[src/rtl/direction_button_debouncer.sv]
// Push-button front end: 2-flop synchroniser plus debounce FSM that toggles the
// counter direction (sel) once per accepted press.
module direction_button_debouncer #(
  parameter int unsigned DEBOUNCE_CNT = 999999,
  parameter int unsigned CNT_W        = 20
) (
  input  logic clk,
  input  logic resetn,
  input  logic btn_in,
  output logic sel,
  output logic press_pulse,
  output logic btn_level
);

  typedef enum logic [1:0] {
    IDLE,
    PRESS_WAIT,
    PRESSED,
    RELEASE_WAIT
  } state_t;

  localparam logic [CNT_W-1:0] LP_CNT_MAX = CNT_W'(DEBOUNCE_CNT);

  state_t           r_state, w_state_nxt;
  logic [CNT_W-1:0] r_cnt, w_cnt_nxt;
  logic             r_s1, r_s2;
  logic             r_sel, w_sel_nxt;
  logic             r_pulse, w_pulse_nxt;
  logic             r_level, w_level_nxt;

  always_ff @(posedge clk or negedge resetn) begin
    if (!resetn) begin
      r_s1 <= 1'b0;
      r_s2 <= 1'b0;
    end else begin
      r_s1 <= btn_in;
      r_s2 <= r_s1;
    end
  end

  always_ff @(posedge clk or negedge resetn) begin
    if (!resetn) begin
      r_state <= IDLE;
      r_cnt   <= '0;
      r_sel   <= 1'b0;
      r_pulse <= 1'b0;
      r_level <= 1'b0;
    end else begin
      r_state <= w_state_nxt;
      r_cnt   <= w_cnt_nxt;
      r_sel   <= w_sel_nxt;
      r_pulse <= w_pulse_nxt;
      r_level <= w_level_nxt;
    end
  end

  // A level mismatch is tested before the terminal count so an abort always wins.
  always_comb begin
    w_state_nxt = r_state;
    w_cnt_nxt   = r_cnt;
    w_sel_nxt   = r_sel;
    w_pulse_nxt = 1'b0;
    w_level_nxt = r_level;
    unique case (r_state)
      IDLE: begin
        w_cnt_nxt = '0;
        if (r_s2) w_state_nxt = PRESS_WAIT;
      end
      PRESS_WAIT: begin
        if (!r_s2) begin
          w_state_nxt = IDLE;
          w_cnt_nxt   = '0;
        end else if (r_cnt == LP_CNT_MAX) begin
          w_state_nxt = PRESSED;
          w_cnt_nxt   = '0;
          w_pulse_nxt = 1'b1;
          w_sel_nxt   = ~r_sel;
          w_level_nxt = 1'b1;
        end else begin
          w_cnt_nxt = r_cnt + CNT_W'(1);
        end
      end
      PRESSED: begin
        w_cnt_nxt = '0;
        if (!r_s2) w_state_nxt = RELEASE_WAIT;
      end
      RELEASE_WAIT: begin
        if (r_s2) begin
          w_state_nxt = PRESSED;
          w_cnt_nxt   = '0;
        end else if (r_cnt == LP_CNT_MAX) begin
          w_state_nxt = IDLE;
          w_cnt_nxt   = '0;
          w_level_nxt = 1'b0;
        end else begin
          w_cnt_nxt = r_cnt + CNT_W'(1);
        end
      end
      default: begin
        w_state_nxt = IDLE;
        w_cnt_nxt   = '0;
      end
    endcase
  end

  assign sel         = r_sel;
  assign press_pulse = r_pulse;
  assign btn_level   = r_level;

endmodule

[config.mk]
export PLATFORM = sky130hd
export DESIGN_NAME = direction_button_debouncer
export DESIGN_NICKNAME = d
export VERILOG_FILES = /design/src/rtl/direction_button_debouncer.sv
export SDC_FILE = /design/constraint.sdc
export NUM_CORES = 1
export LEC_CHECK = 0
export BUFFER_PORTS_ARGS = -buffer_cell sky130_fd_sc_hd__buf_2
export CORE_MARGIN = 8
export CORE_UTILIZATION = 40
export CTS_BUF_LIST = sky130_fd_sc_hd__clkbuf_4
export CTS_CLUSTER_SIZE = 10
export DETAILED_ROUTE_END_ITERATION = 7
export PLACE_DENSITY = 0.58
export SYNTH_ARGS = -nofsm -noshare
export SYNTH_HDL_FRONTEND = slang
export SYNTH_SLANG_ARGS = --single-unit
export TNS_END_PERCENT = 50
[constraint.sdc]
create_clock -name clk -period 4.68 [get_ports clk]
set_clock_uncertainty 0.05 [all_clocks]
set_input_delay 0.936 -clock clk [delete_from_list [all_inputs] [get_ports clk]]
set_output_delay 0.936 -clock clk [all_outputs]
set_load 0.02 [all_outputs]
# After elaboration in Yosys (flattened, before gate mapping)
# Index checks and enable logic that the tools add are counted.
dict set report totals {
  in_bits 3
  output_inout_bits 3
  elab_cells 46
  regBits 27
}
dict set report op_classes {
  n_mux 19
  add_sub_neg 1
  n_eq_ne 12
  n_bitwise 1
  n_reduce_logical 6
}
# cell n
set ops {}
lappend ops {{20-bit 2-to-1 mux} 3}
lappend ops {{20-bit case mux with 3 select lines} 1}
lappend ops {{20-bit by 1-bit adder with 20-bit output (second input constant)} 1}
lappend ops {{20-bit equality test (second input constant)} 1}
lappend ops {{2-bit 2-to-1 mux} 6}
lappend ops {{2-bit != test (second input constant)} 6}
lappend ops {{2-bit case mux with 4 select lines} 1}
lappend ops {{1-bit 2-to-1 mux} 7}
lappend ops {{3-bit != test (second input constant)} 2}
lappend ops {{5-bit AND reduction} 1}
lappend ops {{2-bit equality test (second input constant)} 2}
lappend ops {{4-bit AND reduction} 1}
lappend ops {{3-bit AND reduction} 1}
lappend ops {{2-bit by 1-bit equality test with 1-bit output (second input constant)} 1}
lappend ops {{2-bit zero test} 1}
lappend ops {{1-bit case mux with 2 select lines} 1}
lappend ops {{2-bit nonzero test} 1}
lappend ops {{2-bit OR reduction} 1}
lappend ops {{1-bit inverter} 1}

# Logic depth before layout (Yosys ltp)
# Gate-level depths: netlist (run 1).
dict set report depth {
  ltp_word 4
  mapped_depth 6
}

# Worst setup path after synthesis (run 1)
# No wires, ideal clock.
dict set report synth_timing {
  kind {flip-flop to flip-flop}
  start {register r_cnt[0]}
  end {register r_cnt[18]}
  path_stages_with_launch 7
  slack_ns 2.627
  synth_period_minus_slack_ns 2.053
  setup_ns 0.078
  t_arrival_ns 1.925
  path_cell_list {dfrtp_1 ha_1 nand3_2 or4_1 buf_2 or4_1 a21oi_1}
}
dict set report synth_via {
  elab_chain_len 4
  word_cells_on_any_way 6
}
# element line
set synth_rtl {}
lappend synth_rtl {{from (decl)} 25} ;# logic [CNT_W-1:0] r_cnt, w_cnt_nxt;
lappend synth_rtl {{from (signal assigned)} 50} ;# r_cnt <= w_cnt_nxt;
lappend synth_rtl {{20-bit by 1-bit adder with 20-bit output / 20-bit equality test (equally long branches)} -}
lappend synth_rtl {{20-bit 2-to-1 mux (*)} {73, 91}}
lappend synth_rtl {{20-bit 2-to-1 mux (on tied branches)} {88, 70}}
lappend synth_rtl {{20-bit case mux with 3 select lines (*)} 64} ;# unique case (r_state)
lappend synth_rtl {{via w_cnt_nxt[18]} 25}
# Mark *: on every way through the listed nets, which the timed path passes. The rest lies on a longest branch.
# A chain may end at the register's enable or synchronous reset.

# Worst setup path in the final report (run 1)
dict set report layout_timing {
  start {register r_cnt[0]}
  end {register r_cnt[8]}
}
# The elaborated chain is that of the path after synthesis.

==> results of run 1 <==
==> cell usage after synthesis (all sizes together), types with 2 or more instances <==
master  count  area share [%]
a21oi       7             2.8
clkbuf      3            0.91
dfrtp      27              54
inv         9             2.7
nand2       5             1.5
nand3       8             4.0
nand4       4             2.0
nor2       17             5.1
nor3        4             1.6
nor4        2             1.0
o21ai       5             2.0
o31ai       3             1.8
or3         4             2.0
or4         5             3.0
xnor2      11             7.7
xor2        2             1.4
==> critical path: stages (launching register included) <==
cell and delay (ns):
dfrtp_1 0.42, ha_1 0.22, nand3_2 0.16, nor4_1 0.55, a21o_1 0.62, nor2_1 0.12
==> routing by layer <==
metal | global-route usage, % | wire length (um) | vias up
met4 | 1.36 | 7 | 0
met3 | 3.49 | 84 | 2
met1 | 12.2 | 1080 | 409
met2 | 13.4 | 912 | 13
met5 | 0 | 0 | -
li1 | - | - | 441
==> final timing paths <==
path	from	end	slack (ns)	depth (start not counted)
worst max-delay path	r_cnt[0]	r_cnt[8]	2.41	5
worst min-delay path	r_s1	r_s2	0.31	0
max in group asynchronous	resetn	r_cnt[1]	3.65	1
worst max register to register	r_cnt[0]	r_cnt[8]	2.41	5
worst min register to register	r_s1	r_s2	0.31	0
min in group asynchronous	resetn	r_cnt[15]	0.53	1
==> through the flow <==
| step | instance area [um2] | instances | utilization (%) | worst slack, ns | hold WS, ns |
|---|---|---|---|---|---|
| finish | 1320 | 163 | 44.0 | 2.41 | 0.313 |
| global route | 1320 | 163 | 44.0 | 2.17 | 0.338 |
| CTS | 1320 | 163 | 44.0 | 2.41 | 0.316 |
| detailed placement | 1290 | 159 | 43.1 | 2.42 | 0.285 |
| global placement | 1290 | 159 | 43.1 | 2.50 | 0.282 |
| floorplan | 1240 | 125 | - | 2.63 | 0.281 |
==> flip-flops by register name, summed over array words and instances, names as in the netlist, named ones only <==
signal / cells
btn_level: 1
press_pulse: 1
r_cnt: 20
r_s1: 1
r_s2: 1
r_state: 1
sel: 1
==> final cells by class <==
cell class              instances  area (um2)
repair buffers                  5        25.0
well taps                      33        41.3
flip-flops and latches         27         676
fillers                       297        1680
clock buffers                   3        22.5
clock inverters                 1        5.00
multi-input cells              85         518
inverters                       9        33.8
==> report_power, final <==
group          switching (uW)  total, uW  internal [uW]  leakage, uW
Sequential               1.73        237            235     0.000369
Combinational            8.05       10.2           2.15     0.000138
Clock                    67.9        100           32.1    0.0000177
Total                    77.7        347            270     0.000525
==> logic make-up after synthesis <==
kind of cell    share of synthesized area, %
fa+ha+maj                               1.01
buf+inv                                 4.02
flops                                   54.3
xor+xnor                                9.15
mux                                    0.905
compound gates                          7.95
simple gates                            22.6
==> impl_results.md, run 1 <==
- Status: finished clean
- Via count: 865
- #FFs+latches synth: 27
- Unrepaired setup endpoints after global routing: no
- Horiz. Die Dim: 71.8 um
- Row cnt: 20
- Hold_buf cts: 0
- Setup_tns: 0 ns
- Initial Util: 41.4%
- Fin crit share: 48.4%
- Wire per inst: 12.8 um
- Distinct cell type count after synthesis: 26
- Peak Freq: 0.441 GHz
- Kind of critical path: flip-flop to flip-flop
- Root buf cell: clkbuf_4
- Worst Path Max Fanout: 20
- Startpoint types: flip-flop
- First-pass GRT wire length: 3.73 mm
- Post-synth EDFFs: 0
- Number of buffers added on ports: 5
- Diodes inserted: 0
- Max cap viols: 0
- Syn Inst Count: 125
- Most common cell after layout, fill and taps aside: dfrtp_1
- Initial antenna violation count: 0
- Starting DRC count in detailed routing: 62
- CTS tree: yes
- Tot GR Track Use: 8.98%
- Mapped Area: 0.00124 mm2
- Number of failing hold endpoints at the final stage: 0
- Pre-Repair DR Iteration Count: 4
- Sequential share of the synthesized area: 54.3%
- Critical Path RT: 4.82 ns
- Clock sinks: 27
- H-tree levels: 1
- Min-Delay Path Class: flip-flop to flip-flop
- Slew HR: 57.0%
- VDD IR max: 0.210 mV
- Layout Nets: 135
- Area growth syn-to-layout: 6.24%
- Overall Power: 347 uW
- DRC viols: 0
- Layout cells sized above 1: 10.0%
- # Post-CTS Setup Buffers: 0
- Mean Syn Cell Area: 9.95 um2
- Ys Warns: 0
- DR vias/cell: 5.31
- Most common flop cell mapped by yosys: dfrtp_1
- Clock transition at path regs: 0.13 ns
- Leak: 0.000525 uW
- RD Place Congestion: 0.824
- Vias in the first global route: 816
- Crit path DAT: 2.41 ns
- Final Setup Violations: 0
- Most frequent cells in the layout: dfrtp_1, nor2_1, xnor2_1
- # IOs: 6
- Die ar.: 0.00515 mm2
- Antenna Nets Post-Route: 0
- Mapped Nets: 129
- Cts bufs inserted: 3
- Worst-Margin Slew: 0.645 ns
- Detailed Place HPWL: 1.47 mm
- Ys async rst share: 100%
- Minimum clock period: 2.27 ns
- Clock Path Buffers: 2
- Critical path capture point type: flip-flop
- CORE AREA: 0.00300 mm2
- Clock Latency Late Sink: 0.33 ns
- Power per cell area: 263 mW/mm2
- Pin count of the biggest net entering global routing: 28
- Post-cts resize count: 0
- Overflow after GRT: 0
- Pins Over Slew Limit: 0
- Drt total wl: 2.09 mm
- Die height: 71.8 um
No activity file was read; power rests on OpenSTA's default activity.
==> inputs of run 2 (changes only) <==
- ABC_AREA: default -> 1
- PLACE_DENSITY: 0.58 -> 0.6
- clock period: 4.68 -> 1.95 ns (I/O delays scaled with it)
==> run 2 against run 1 <==
The run now ends with hold timing left. Die area grew 11%. Via count grew 26%. Count of clock-buffer cells in the layout is the same. Routed wire length grew 31%. Cell count grew 44%. Utilization grew 0.89 points. Area after synthesis grew 14%. Power grew to 3.2 times the previous value. Register-to-register slack lost 2.2 ns. Global-route usage grew 2.9 points. Hold slack lost 0.32 ns. Combinational power grew to 21 times the previous value. Critical endpoint is now r_cnt[19].
==> impl_results.md, run 2 <==
- Status: complete, but fails checks
- Failing checks: hold timing
- Min-Delay Path Class: primary input to asynchronous set/reset pin
- XOR/XNOR Fraction of Synth Area: 6.16% (-3.0 points)
- Fin crit share: 89.6% (+41 points)
- CTS tree: yes
- Simple logic cell fraction of the synthesized area: 36.9% (+14 points)
- Pins Over Slew Limit: 0 (unchanged)
- Power per cell area: 720 mW/mm2 (+170%)
- # IOs: 6 (unchanged)
- Die height: 75.6 um (+5.4%)
- Top-area cell type share of the netlist area: 47.5% (-6.8 points)
- Slew HR: 60.1% (+3.1 points)
- Minimum clock period: 1.75 ns (-0.517 ns)
- Layout Nets: 194 (+44%)
- Post-synth EDFFs: 0 (unchanged)
- Worst Reg2Reg Path Length in Cells: 8 (+3)
- Die ar.: 0.00572 mm2 (+11%)
- Fillers: 338 (+14%)
- Leak: 0.000679 uW (+29%)
- Most frequent cells in the layout: nand2_1, nor2_1, dfrtp_1
- Layout cells sized above 1: 11.6% (+1.6 points)
- Tot GR Track Use: 11.9% (+2.9 points)
- Row cnt: 21 (+5.0%)
- Most common flop cell mapped by yosys: dfrtp_1
- RD Place Congestion: 0.862 (+4.7%)
- Area growth syn-to-layout: 6.95%
- Post-cts resize count: 0 (unchanged)
- Distinct cell type count after synthesis: 23 (-12%)
- Most common cell in the netlist: nand2_1
- Crit path DAT: 1.94 ns (-0.47 ns)
- #FFs+latches synth: 27 (unchanged)
- Clock Latency Late Sink: 0.33 ns (about the same)
- Vias in the first global route: 1147 (+41%)
- Horiz. Die Dim: 75.6 um (+5.4%)
- DR vias/cell: 4.65 (-12%)
- Drt total wl: 2.74 mm (+31%)
- First-pass GRT wire length: 5.15 mm (+38%)
- Post-Synth Adder-Cell Area: 0.880% (-0.13 points)
- # Post-CTS Setup Buffers: 0 (unchanged)
- Antenna Nets Post-Route: 0 (unchanged)
- Pin count of the biggest net entering global routing: 28 (unchanged)
- Initial antenna violation count: 0 (unchanged)
- Clock transition at path regs: 0.15 ns (+0.02 ns)
- Startpoint types: flip-flop
- Number of buffers added on ports: 5 (unchanged)
- Final Setup Violations: 0 (unchanged)
- Mapped Nets: 185 (+43%)
- Largest Register: r_cnt
- Detailed Place HPWL: 2.03 mm (+38%)
- Unrepaired setup endpoints after global routing: no
- Multi-input logic area: 653 um2 (+26%)
- Kind of critical path: flip-flop to flip-flop
- Max cap viols: 0 (unchanged)
- Syn Inst Count: 181 (+45%)
- Largest family of logic cells by synthesized area: simple AND/OR/NAND/NOR gates
- Most common cell after layout, fill and taps aside: nand2_1
- Ys async rst share: 100% (unchanged)
- Hold_buf cts: 0 (unchanged)
- Hold WS: -0.00184 ns (-0.315 ns)
- Peak Freq: 0.572 GHz (+30%)
- Largest cells by area after synthesis: dfrtp_1, nand2_1, nor2_1
- Mux cell area share after synthesis: 0% (-0.91 points)
- CORE AREA: 0.00339 mm2 (+13%)
- Diodes inserted: 0 (unchanged)
- Overall Power: 1100 uW (+220%)
- Overflow after GRT: 0 (unchanged)
- DRC viols: 0 (unchanged)
- Critical path capture point type: flip-flop
- Starting DRC count in detailed routing: 117 (+89%)
- Critical Path RT: 2.14 ns (-2.68 ns)
- Clock sinks: 27 (unchanged)
- Mapped Area: 0.00142 mm2 (+14%)
- Synth cell count leaders: nand2_1, nor2_1, dfrtp_1, inv_1, nand3_1
- Worst Path Max Fanout: 17 (-15%)
- VDD IR max: 0.297 mV (+42%)
- Clock Path Buffers: 2 (unchanged)
- Cts bufs inserted: 3 (unchanged)
- Via count: 1093 (+26%)
- Pre-Repair DR Iteration Count: 4 (unchanged)
- Initial Util: 42.0% (+0.55 points)
- H-tree levels: 1 (unchanged)
- Mean Syn Cell Area: 7.86 um2 (-21%)
- Sequential share of the synthesized area: 47.5% (-6.8 points)
- Dominant cell type by area after synthesis: dfrtp_1
- Wire per inst: 11.7 um (-8.9%)
- Max reg flops: 20 (unchanged)
- Ys Warns: 0 (unchanged)
- Number of failing hold endpoints at the final stage: 2 (+2)
- Root buf cell: clkbuf_4
- FF+latch area: 676 um2 (unchanged)
- Worst-Margin Slew: 0.598 ns (-0.0467 ns)
- Synth Area in Compound Gates: 1.93% (-6.0 points)
- Setup_tns: 0 ns (unchanged)
[run 2: cell type report]
cell class,instances,area share [%]
flip-flops and latches,27,44.4
multi-input cells,131,42.9
inverters,22,5.43
well taps,46,3.78
repair buffers,5,1.64
clock buffers,3,1.48
clock inverters,1,0.329
[run 2: through the flow]
step	instance area (um2)	util, %	std cells	hold slack [ns]	setup slack (ns)
detailed placement	1490	44.1	231	0.294	0.217
global placement	1490	44.1	231	0.283	0.300
global route	1520	44.9	235	0.0130	0.0398
finish	1520	44.9	235	-0.00184	0.202
CTS	1520	44.9	235	0.00958	0.202
floorplan	1420	-	181	0.0444	0.470
[run 2: cell families (layout without fill, tap and decap cells)]
logic type | count (synthesis) | after routing
xor+xnor | 10 | 10
buf+inv | 23 | 31
flops | 27 | 27
simple gates | 115 | 115
compound gates | 5 | 5
fa+ha+maj | 1 | 1
[run 2: worst max-delay path, cell delays in order (launching register included)]
cell and delay [ns]:
dfrtp_1 0.47, ha_1 0.22, inv_1 0.08, nor3_4 0.26
nand3_2 0.16, nand2_4 0.21, inv_2 0.10, nand2_1 0.08
nor2_1 0.04
[run 2: worst paths after layout]
kind                            slack, ns      from   endpoint
worst max register to register       0.20  r_cnt[0]  r_cnt[19]
min in group clk                     0.11    btn_in       r_s1
max in group asynchronous            1.46    resetn  btn_level
worst min-delay path               -0.002    resetn  r_cnt[10]
worst max-delay path                 0.20  r_cnt[0]  r_cnt[19]
worst min register to register       0.32      r_s1       r_s2
[run 2: per-layer routing]
layer	vias up	global-route usage (%)	share of wire, %
li1	573	-	-
met1	503	15.6	52
met2	15	18.1	44
met3	2	4.08	3.8
met4	0	2.99	0.47
met5	-	0	0
[run 2: report_power, final]
group | total [uW] | switching (uW) | internal, uW
combinational | 213 | 148 | 65.1
clock | 241 | 164 | 77.0
sequential | 641 | 43.4 | 597
